<file path="src/rtl/ua_pkg.sv">
// Shared opcodes and pipeline entry layout for the ua_pipe arithmetic unit.
// Optional feature macro: UA_OVF_EN adds the per-entry signed-overflow flag.
package ua_pkg;

  localparam int unsigned UA_DATA_W = 16;
  localparam int unsigned UA_TAG_W  = 3;

  localparam logic [2:0] OP_ADD = 3'b001;
  localparam logic [2:0] OP_SUB = 3'b010;
  localparam logic [2:0] OP_LD  = 3'b011;
  localparam logic [2:0] OP_ST  = 3'b100;

  // One pipeline slot; payload widths track the package defaults of ua_pipe.
  typedef struct packed {
    logic                 valid;
    logic [UA_TAG_W-1:0]  tag;
    logic [UA_DATA_W-1:0] data;
`ifdef UA_OVF_EN
    logic                 ovf;
`endif
  } ua_entry_t;

endpackage

</file>
<file path="src/rtl/ua_alu.sv">
// Combinational opcode decode and arithmetic feeding slot 0 of ua_pipe.
// With UA_OVF_EN defined it also flags signed overflow of ADD/SUB.
module ua_alu
  import ua_pkg::*;
#(
  parameter int unsigned DATA_W = UA_DATA_W
) (
  input  logic [2:0]        op,
  input  logic [DATA_W-1:0] a,
  input  logic [DATA_W-1:0] b,
  output logic [DATA_W-1:0] res_c
`ifdef UA_OVF_EN
  ,
  output logic              ovf_c
`endif
);

  logic [DATA_W-1:0] sum;
  logic [DATA_W-1:0] diff;

  assign sum  = a + b;
  assign diff = a - b;

  // Illegal opcodes still produce an entry, with zero data.
  always_comb begin
    res_c = '0;
    case (op)
      OP_ADD, OP_LD, OP_ST: res_c = sum;
      OP_SUB:               res_c = diff;
      default:              res_c = '0;
    endcase
  end

`ifdef UA_OVF_EN
  always_comb begin
    ovf_c = 1'b0;
    case (op)
      OP_ADD:  ovf_c = (a[DATA_W-1] == b[DATA_W-1]) && (sum[DATA_W-1] != a[DATA_W-1]);
      OP_SUB:  ovf_c = (a[DATA_W-1] != b[DATA_W-1]) && (diff[DATA_W-1] != a[DATA_W-1]);
      default: ovf_c = 1'b0;
    endcase
  end
`endif

endmodule

</file>
<file path="src/rtl/ua_pipe.sv">
// Pipelined Tomasulo arithmetic unit: LAT slots (1..8), results held for the CDB grant.
// Optional feature macro: UA_OVF_EN exposes the ovf port and its per-slot storage.
module ua_pipe
  import ua_pkg::*;
#(
  parameter int unsigned DATA_W = UA_DATA_W,
  parameter int unsigned TAG_W  = UA_TAG_W,
  parameter int unsigned LAT    = 3
) (
  input  logic                    CLK,
  input  logic                    CLR_N,
  input  logic                    start,
  input  logic [TAG_W-1:0]        ID_in,
  input  logic [DATA_W-1:0]       Dado1,
  input  logic [DATA_W-1:0]       Dado2,
  input  logic [2:0]              op,
  input  logic                    cdb_ack,
  output logic                    busy,
  output logic                    confirmacao,
  output logic [TAG_W+DATA_W-1:0] Resultado
`ifdef UA_OVF_EN
  ,
  output logic                    ovf
`endif
);

  logic [DATA_W-1:0] alu_res_c;
`ifdef UA_OVF_EN
  logic              alu_ovf_c;
`endif
  logic [LAT-1:0]    can_load;
  ua_entry_t         issue_entry;
  ua_entry_t         stage_q [LAT];

  ua_alu #(.DATA_W(DATA_W)) u_alu (
    .op    (op),
    .a     (Dado1),
    .b     (Dado2),
    .res_c (alu_res_c)
`ifdef UA_OVF_EN
    ,
    .ovf_c (alu_ovf_c)
`endif
  );

  // Advance enables ripple back from the output slot, so a grant frees slot 0 this cycle.
  always_comb begin
    can_load          = '0;
    can_load[LAT-1]   = !stage_q[LAT-1].valid || cdb_ack;
    for (int k = int'(LAT) - 2; k >= 0; k--) begin
      can_load[k] = !stage_q[k].valid || can_load[k+1];
    end
  end

  assign busy = !can_load[0];

  always_comb begin
    issue_entry       = '0;
    issue_entry.valid = start && can_load[0];
    issue_entry.tag   = ID_in;
    issue_entry.data  = alu_res_c;
`ifdef UA_OVF_EN
    issue_entry.ovf   = alu_ovf_c;
`endif
  end

  for (genvar k = 0; k < int'(LAT); k++) begin : g_slot
    ua_entry_t slot_q;
    ua_entry_t slot_d;
    ua_entry_t src;

    if (k == 0) begin : g_head
      assign src = issue_entry;
    end else begin : g_body
      assign src = stage_q[k-1];
    end

    // A loading slot takes whatever sits behind it, including an empty entry.
    always_comb begin
      slot_d = slot_q;
      if (can_load[k]) begin
        slot_d = src;
      end
    end

    always_ff @(posedge CLK) begin
      if (!CLR_N) begin
        slot_q <= '0;
      end else begin
        slot_q <= slot_d;
      end
    end

    assign stage_q[k] = slot_q;
  end

  assign confirmacao = stage_q[LAT-1].valid;
  assign Resultado   = {stage_q[LAT-1].tag, stage_q[LAT-1].data};
`ifdef UA_OVF_EN
  assign ovf         = stage_q[LAT-1].ovf;
`endif

endmodule

</file>
<file path="config.mk">
export PLATFORM = sky130hd
export DESIGN_NAME = ua_pipe
export DESIGN_NICKNAME = d
export VERILOG_FILES = /design/src/rtl/ua_pkg.sv /design/src/rtl/ua_alu.sv /design/src/rtl/ua_pipe.sv
export SDC_FILE = /design/constraint.sdc
export NUM_CORES = 1
export LEC_CHECK = 0
export CORE_MARGIN = 5
export CORE_UTILIZATION = 47
export DETAILED_ROUTE_END_ITERATION = 10
export PLACE_DENSITY = 0.77
export SYNTH_ARGS = -nofsm -noshare
export SYNTH_HDL_FRONTEND = slang
export SYNTH_SLANG_ARGS = --single-unit
</file>
<file path="constraint.sdc">
create_clock -name CLK -period 3 [get_ports CLK]
set_clock_uncertainty 0.05 [all_clocks]
set_input_delay 0.6 -clock CLK [delete_from_list [all_inputs] [get_ports CLK]]
set_output_delay 0.6 -clock CLK [all_outputs]
set_load 0.05 [all_outputs]
</file>
# ---- Yosys cells after proc, flatten, opt, wreduce, memory -nomap -nowiden
# Cells that the tools add are included.
dict set report word_totals {
  regBits 60
  inputBits 42
  out_inout_bits 21
  wordCells 25
}
dict set report op_classes {
  addsub 2
  n_eq_ne 4
  n_mux 1
  reduce_logical 9
}
# operator count
set ops {}
lappend ops {{case mux 16 bit (2 select lines)} 1}
lappend ops {{adder 16 bit} 1}
lappend ops {{subtractor 16 bit} 1}
lappend ops {{== test 3 x 2 -> 1 bit, second input constant} 2}
lappend ops {{logical NOT 1 bit} 4}
lappend ops {{== test 3 x 1 -> 1 bit, second input constant} 1}
lappend ops {{== test 3 bit, second input constant} 1}
lappend ops {{logical OR 1 bit} 3}
lappend ops {{OR reduction 3 bit} 1}
lappend ops {{logical AND 1 bit} 1}

# ---- Logic depth before layout (Yosys ltp)
dict set report logic_depth {
  ltp_word 5
  mapped_depth 15
  mapped_depth_nobuf 14
}

# ---- By module
# Synthesis repeated with hierarchy kept, for this count alone.
dict set report hier_totals {
  hier_cells 436
  area_unflattened_um2 3375.7
}
# module n_inst cells_each area_per_inst_um2 seq_area_each_um2
set by_module_without_submodules {}
lappend by_module_without_submodules {ua_pipe 1 263 2199.6 1201.2}
lappend by_module_without_submodules {ua_alu 1 173 1176.1 0.0}

# ---- Least setup slack after synthesis
# OpenSTA, ideal clock, no wires.
dict set report synth_path {
  path_kind {in2reg}
  from {in Dado2[4]}
  to {reg g_slot[0].slot_q[15] (netlist name)}
  setup_time_ns 0.119
  arrival_time_ns 2.885
  required_ns 2.831
  path_slack_ns -0.053
  path_stages 13
  path_buffers 1
  cell_sequence {or3_4 > nor3_1 > nand3b_1 > o31ai_1 > xor2_1 > ha_1 > clkbuf_1 > a21oi_1 > a21oi_1 > a211oi_1 > a211oi_1 > xnor2_1 > o21ai_1}
}
dict set report synth_via {
  elab_chain_len 2
  word_cells_on_any_way 3
  cone_classes {add/sub: 2; mux: 1}
}
# element line
set synth_lines {}
lappend synth_lines {{start, declared} ua_pipe.sv:15} ;# input logic [DATA_W-1:0] Dado2,
lappend synth_lines {{subtractor 16 bit or adder 16 bit (tied branches)} {ua_alu.sv:22, ua_alu.sv:21}}
lappend synth_lines {{case mux 16 bit (2 select lines) (*)} ua_alu.sv:27} ;# case (op)
lappend synth_lines {{end signal, assigned} ua_pipe.sv:90} ;# slot_q <= slot_d;
lappend synth_lines {{end, declared} ua_pipe.sv:68} ;# ua_entry_t slot_q;
# Mark *: on every way between the ends. The rest lies on a longest branch, timed or not.
# A chain may end at the register's enable or synchronous reset.

# ---- Final worst setup path
dict set report layout_path {
  from {in op[2]}
  to {reg g_slot[0].slot_q[15] (netlist name)}
}
dict set report layout_via {
  elab_chain_len 3
  word_cells_on_any_way 6
  cone_classes {eq/ne: 4; mux: 1; reduce/logical: 1}
}
# element line
set layout_lines {}
lappend layout_lines {{start, declared} ua_pipe.sv:16} ;# input logic [2:0] op,
lappend layout_lines {{== test 3 x 1 -> 1 bit (tied with other cells)} ua_alu.sv:27}
lappend layout_lines {{OR reduction 3 bit} ua_alu.sv:27}
lappend layout_lines {{case mux 16 bit (2 select lines) (*)} ua_alu.sv:27}
# Marked as above.

==> results.json <==
{
  "status": "finished clean",
  "ant_nets": 0,
  "cts.sinks": 60,
  "worst_path_largest_cell_delay_ns": 0.50,
  "synth-seq-cells": 60,
  "antenna_found_initial": 0,
  "coreArea_um2": 6794,
  "placedCellCount": 593,
  "crit_family": "compound AO/OA/AOI/OAI gates",
  "worstPathCellList": "clkdlybuf4s50_1 -> nor2_2 -> and2_4 -> buf_4 -> a21oi_1 -> xnor2_1 -> ha_1 -> nand4_1 -> a211oi_2 -> nor2_4 -> a211oi_2 -> xnor2_1 -> o21ai_1",
  "synth-seq-area-share_pct": 36.78,
  "clk_latency_ns": 0.32,
  "synth.avg_cell_area_um2": 8.144,
  "fin_cells": 616,
  "rr_startpoint": "confirmacao",
  "fillers": 563,
  "min_period_ns": 2.875,
  "start_kind": "primary input",
  "syn2layout_area_growth_pct": 44.48,
  "rows": 30,
  "r2r_end": "g_slot[0].slot_q[12]",
  "via_per_inst": 4.981,
  "grt_pass1_vias": 3082,
  "synth_area_um2": 3266,
  "wl_per_cell_um": 12.54,
  "holdPathStages": 2,
  "cts_buffers": 9,
  "ys.warnings.count": 0,
  "min_to": "Resultado[16]",
  "io_buffer_count": 62,
  "initial_core_util_pct": 48.07,
  "dr.pass1.iters": 4,
  "n_antenna_cell": 0,
  "hold_start": "Resultado[16]",
  "clk_path_buf_depth": 2,
  "htree_levels": 3,
  "worst-r2r-cell-count": 6,
  "async_flop_share_pct": 0,
  "gp_congestion": 0.9093,
  "num_io_pins": 63,
  "p_leak_nw": 1.937,
  "setup_viol": 0,
  "cap_viol_max_count": 0,
  "regArea_um2": 1201,
  "ir_worst_vdd_mv": 0.1707,
  "nNetsFinal": 574,
  "drv_slew": 0,
  "max_freq_ghz": 0.3478,
  "crit_path_end_kind": "flop",
  "worst-path-buf-inv": 2,
  "synth_edf_count": 0,
  "drive_above_1_share_pct": 21.54,
  "clockRootBuffer": "clkbuf_8",
  "synth.distinct_cells": 44,
  "slew_headroom_pct": 54.22,
  "r2r_slack_ns": 1.37,
  "synth-main-ff-cell": "dfxtp_1",
  "post-route-period-util_pct": 95.83,
  "clkTransAtPathRegs_ns": 0.06,
  "netlist_instances": 401,
  "num_vias": 3068,
  "cp_data_arrival_time_ns": 3.04,
  "drt-initial-drc-count": 115,
  "syn-num-nets": 460,
  "worst_pin_slew_ns": 0.6866,
  "dpl.hpwl_mm": 5.798,
  "fp.dieW_um": 93.36,
  "crit_fanout": 5,
  "hold_viol": 0,
  "grt_pass1_wl_mm": 13.16,
  "hp-class": "flop to flop",
  "crit_type": "primary input to flop",
  "crit_required_ns": 3.16,
  "multi_input_area_um2": 2113,
  "power.density_nw_per_um2": 445.8,
  "routed_wl_mm": 7.722,
  "p_total_mw": 2.103,
  "drc_errors": 0,
  "cp_slowest_cell": "clkdlybuf4s50_1",
  "overflow": 0,
  "die_height_um": 93.36,
  "grt_start_max_net_pins": 33,
  "cts_tree": "built",
  "track_usage_pct": 18.16,
  "hold_slack_ns": 0.4069,
  "dieArea_um2": 8715
}
layer usage:
layer	GRT usage (%)	part of all wire [%]
met1	21.05	44
met5	0	0
met3	4.505	5.3
met2	32.82	49
met4	5.250	1.6
where the power goes:
| part | internal [mW] | switching (mW) |
|---|---|---|
| Combinational | 0.321 | 0.302 |
| Clock | 0.320 | 0.276 |
| Sequential | 0.854 | 0.0292 |
kinds of logic after synthesis:
group	synth area share (%)
compound gates	21.42
buf+inv	3.410
xor+xnor	6.973
simple gates	23.45
mux	1.226
fa+ha+maj	6.743
flops	36.78
cell usage in the layout (no fill, tap or decap), drive strengths merged, types with 3 or more instances in the layout:
master,count
o21a,6
nor3,5
nand2b,6
clkbuf,18
a211oi,7
xnor2,17
nand2,101
clkdlybuf4s50,51
o21ai,12
o31ai,5
dlymetal6s2s,6
inv,10
a21oi,14
and2,4
a22oi,7
nand4,3
nor3b,5
xor2,9
a21boi,39
a21o,5
buf,61
nor2,16
ha,16
dfxtp,60
mux2i,4
nor2b,13
tightest hold or removal path, delay by kind of cell, from the launching register on:
| kind | cells | cell delay (ns) |
|---|---|---|
| compound gates | 1 | 0.06 |
| flops | 1 | 0.31 |
| simple gates | 1 | 0.04 |
synth_stat cells, drive strengths merged, types with 2 or more instances:
| cell type | count | area share, % |
|---|---|---|
| and2 | 4 | 0.77 |
| a21oi | 14 | 2.1 |
| nor2 | 16 | 1.8 |
| nor2b | 13 | 2.5 |
| ha | 16 | 6.1 |
| nand2 | 101 | 12 |
| o31ai | 5 | 1.1 |
| a21o | 5 | 1.1 |
| xnor2 | 17 | 4.6 |
| a21boi | 39 | 9.0 |
| nand3b | 2 | 0.46 |
| buf | 3 | 0.42 |
| nor3b | 5 | 1.5 |
| mux2i | 4 | 1.2 |
| nand4 | 3 | 0.57 |
| clkbuf | 16 | 1.8 |
| o21a | 6 | 1.4 |
| dfxtp | 60 | 37 |
| o21ai | 12 | 1.8 |
| nor3 | 5 | 1.1 |
| nand3 | 2 | 0.31 |
| a31oi | 2 | 0.38 |
| xor2 | 9 | 2.4 |
| a22oi | 7 | 1.6 |
| nand2b | 6 | 1.1 |
| a211oi | 7 | 1.6 |
| inv | 10 | 1.1 |
worst max-delay path by stage:
stage | depth (start not counted) | startpoint | slack (ns) | end
after global placement | 13 | Dado2[4] | -0.45 | g_slot[0].slot_q[15]
final | 13 | op[2] | 0.13 | g_slot[0].slot_q[15]
after floorplan | 13 | Dado2[4] | 0.006 | g_slot[0].slot_q[15]
after CTS | 15 | Dado2[2] | 0.001 | g_slot[0].slot_q[15]
after detailed placement | 13 | Dado2[4] | -0.57 | g_slot[0].slot_q[15]
after global routing | 13 | Dado2[10] | -0.03 | g_slot[0].slot_q[15]
through the flow:
step	TNS [ns]	cell area [um^2]	setup WS, ns	util, %
2_1_floorplan	0	3276	0.005706	-
3_3_place_gp	-3.079	4350	-0.4494	64.03
3_5_place_dp	-3.784	4350	-0.5733	64.03
4_1_cts	0	4654	0.0009899	68.51
5_1_grt	-0.03080	4718	-0.03080	69.45
6_report	0	4718	0.1251	69.45
flip-flops by register name (all words and copies together) (netlist names):
register / flops
g_slot.slot_q: 40
Resultado: 19
confirmacao: 1
area by class of cell:
class,count,share of cell area (%)
Inverter,10,0.7955
Sequential cell,60,25.46
Tap cell,96,2.546
Multi-Input combinational cell,312,44.79
Clock inverter,2,0.2121
Timing Repair Buffer,122,22.96
Clock buffer,14,3.235
repair_timing:
item                                   4_1_cts  5_1_grt
setup endpoints to repair                    7       10
hold buffers                                 0        0
setup buffers                                6        1
pin swaps                                   19       20
gates resized for setup                     31       28
endpoints found under the hold margin        0        0
(Power assumes the default switching activity.)
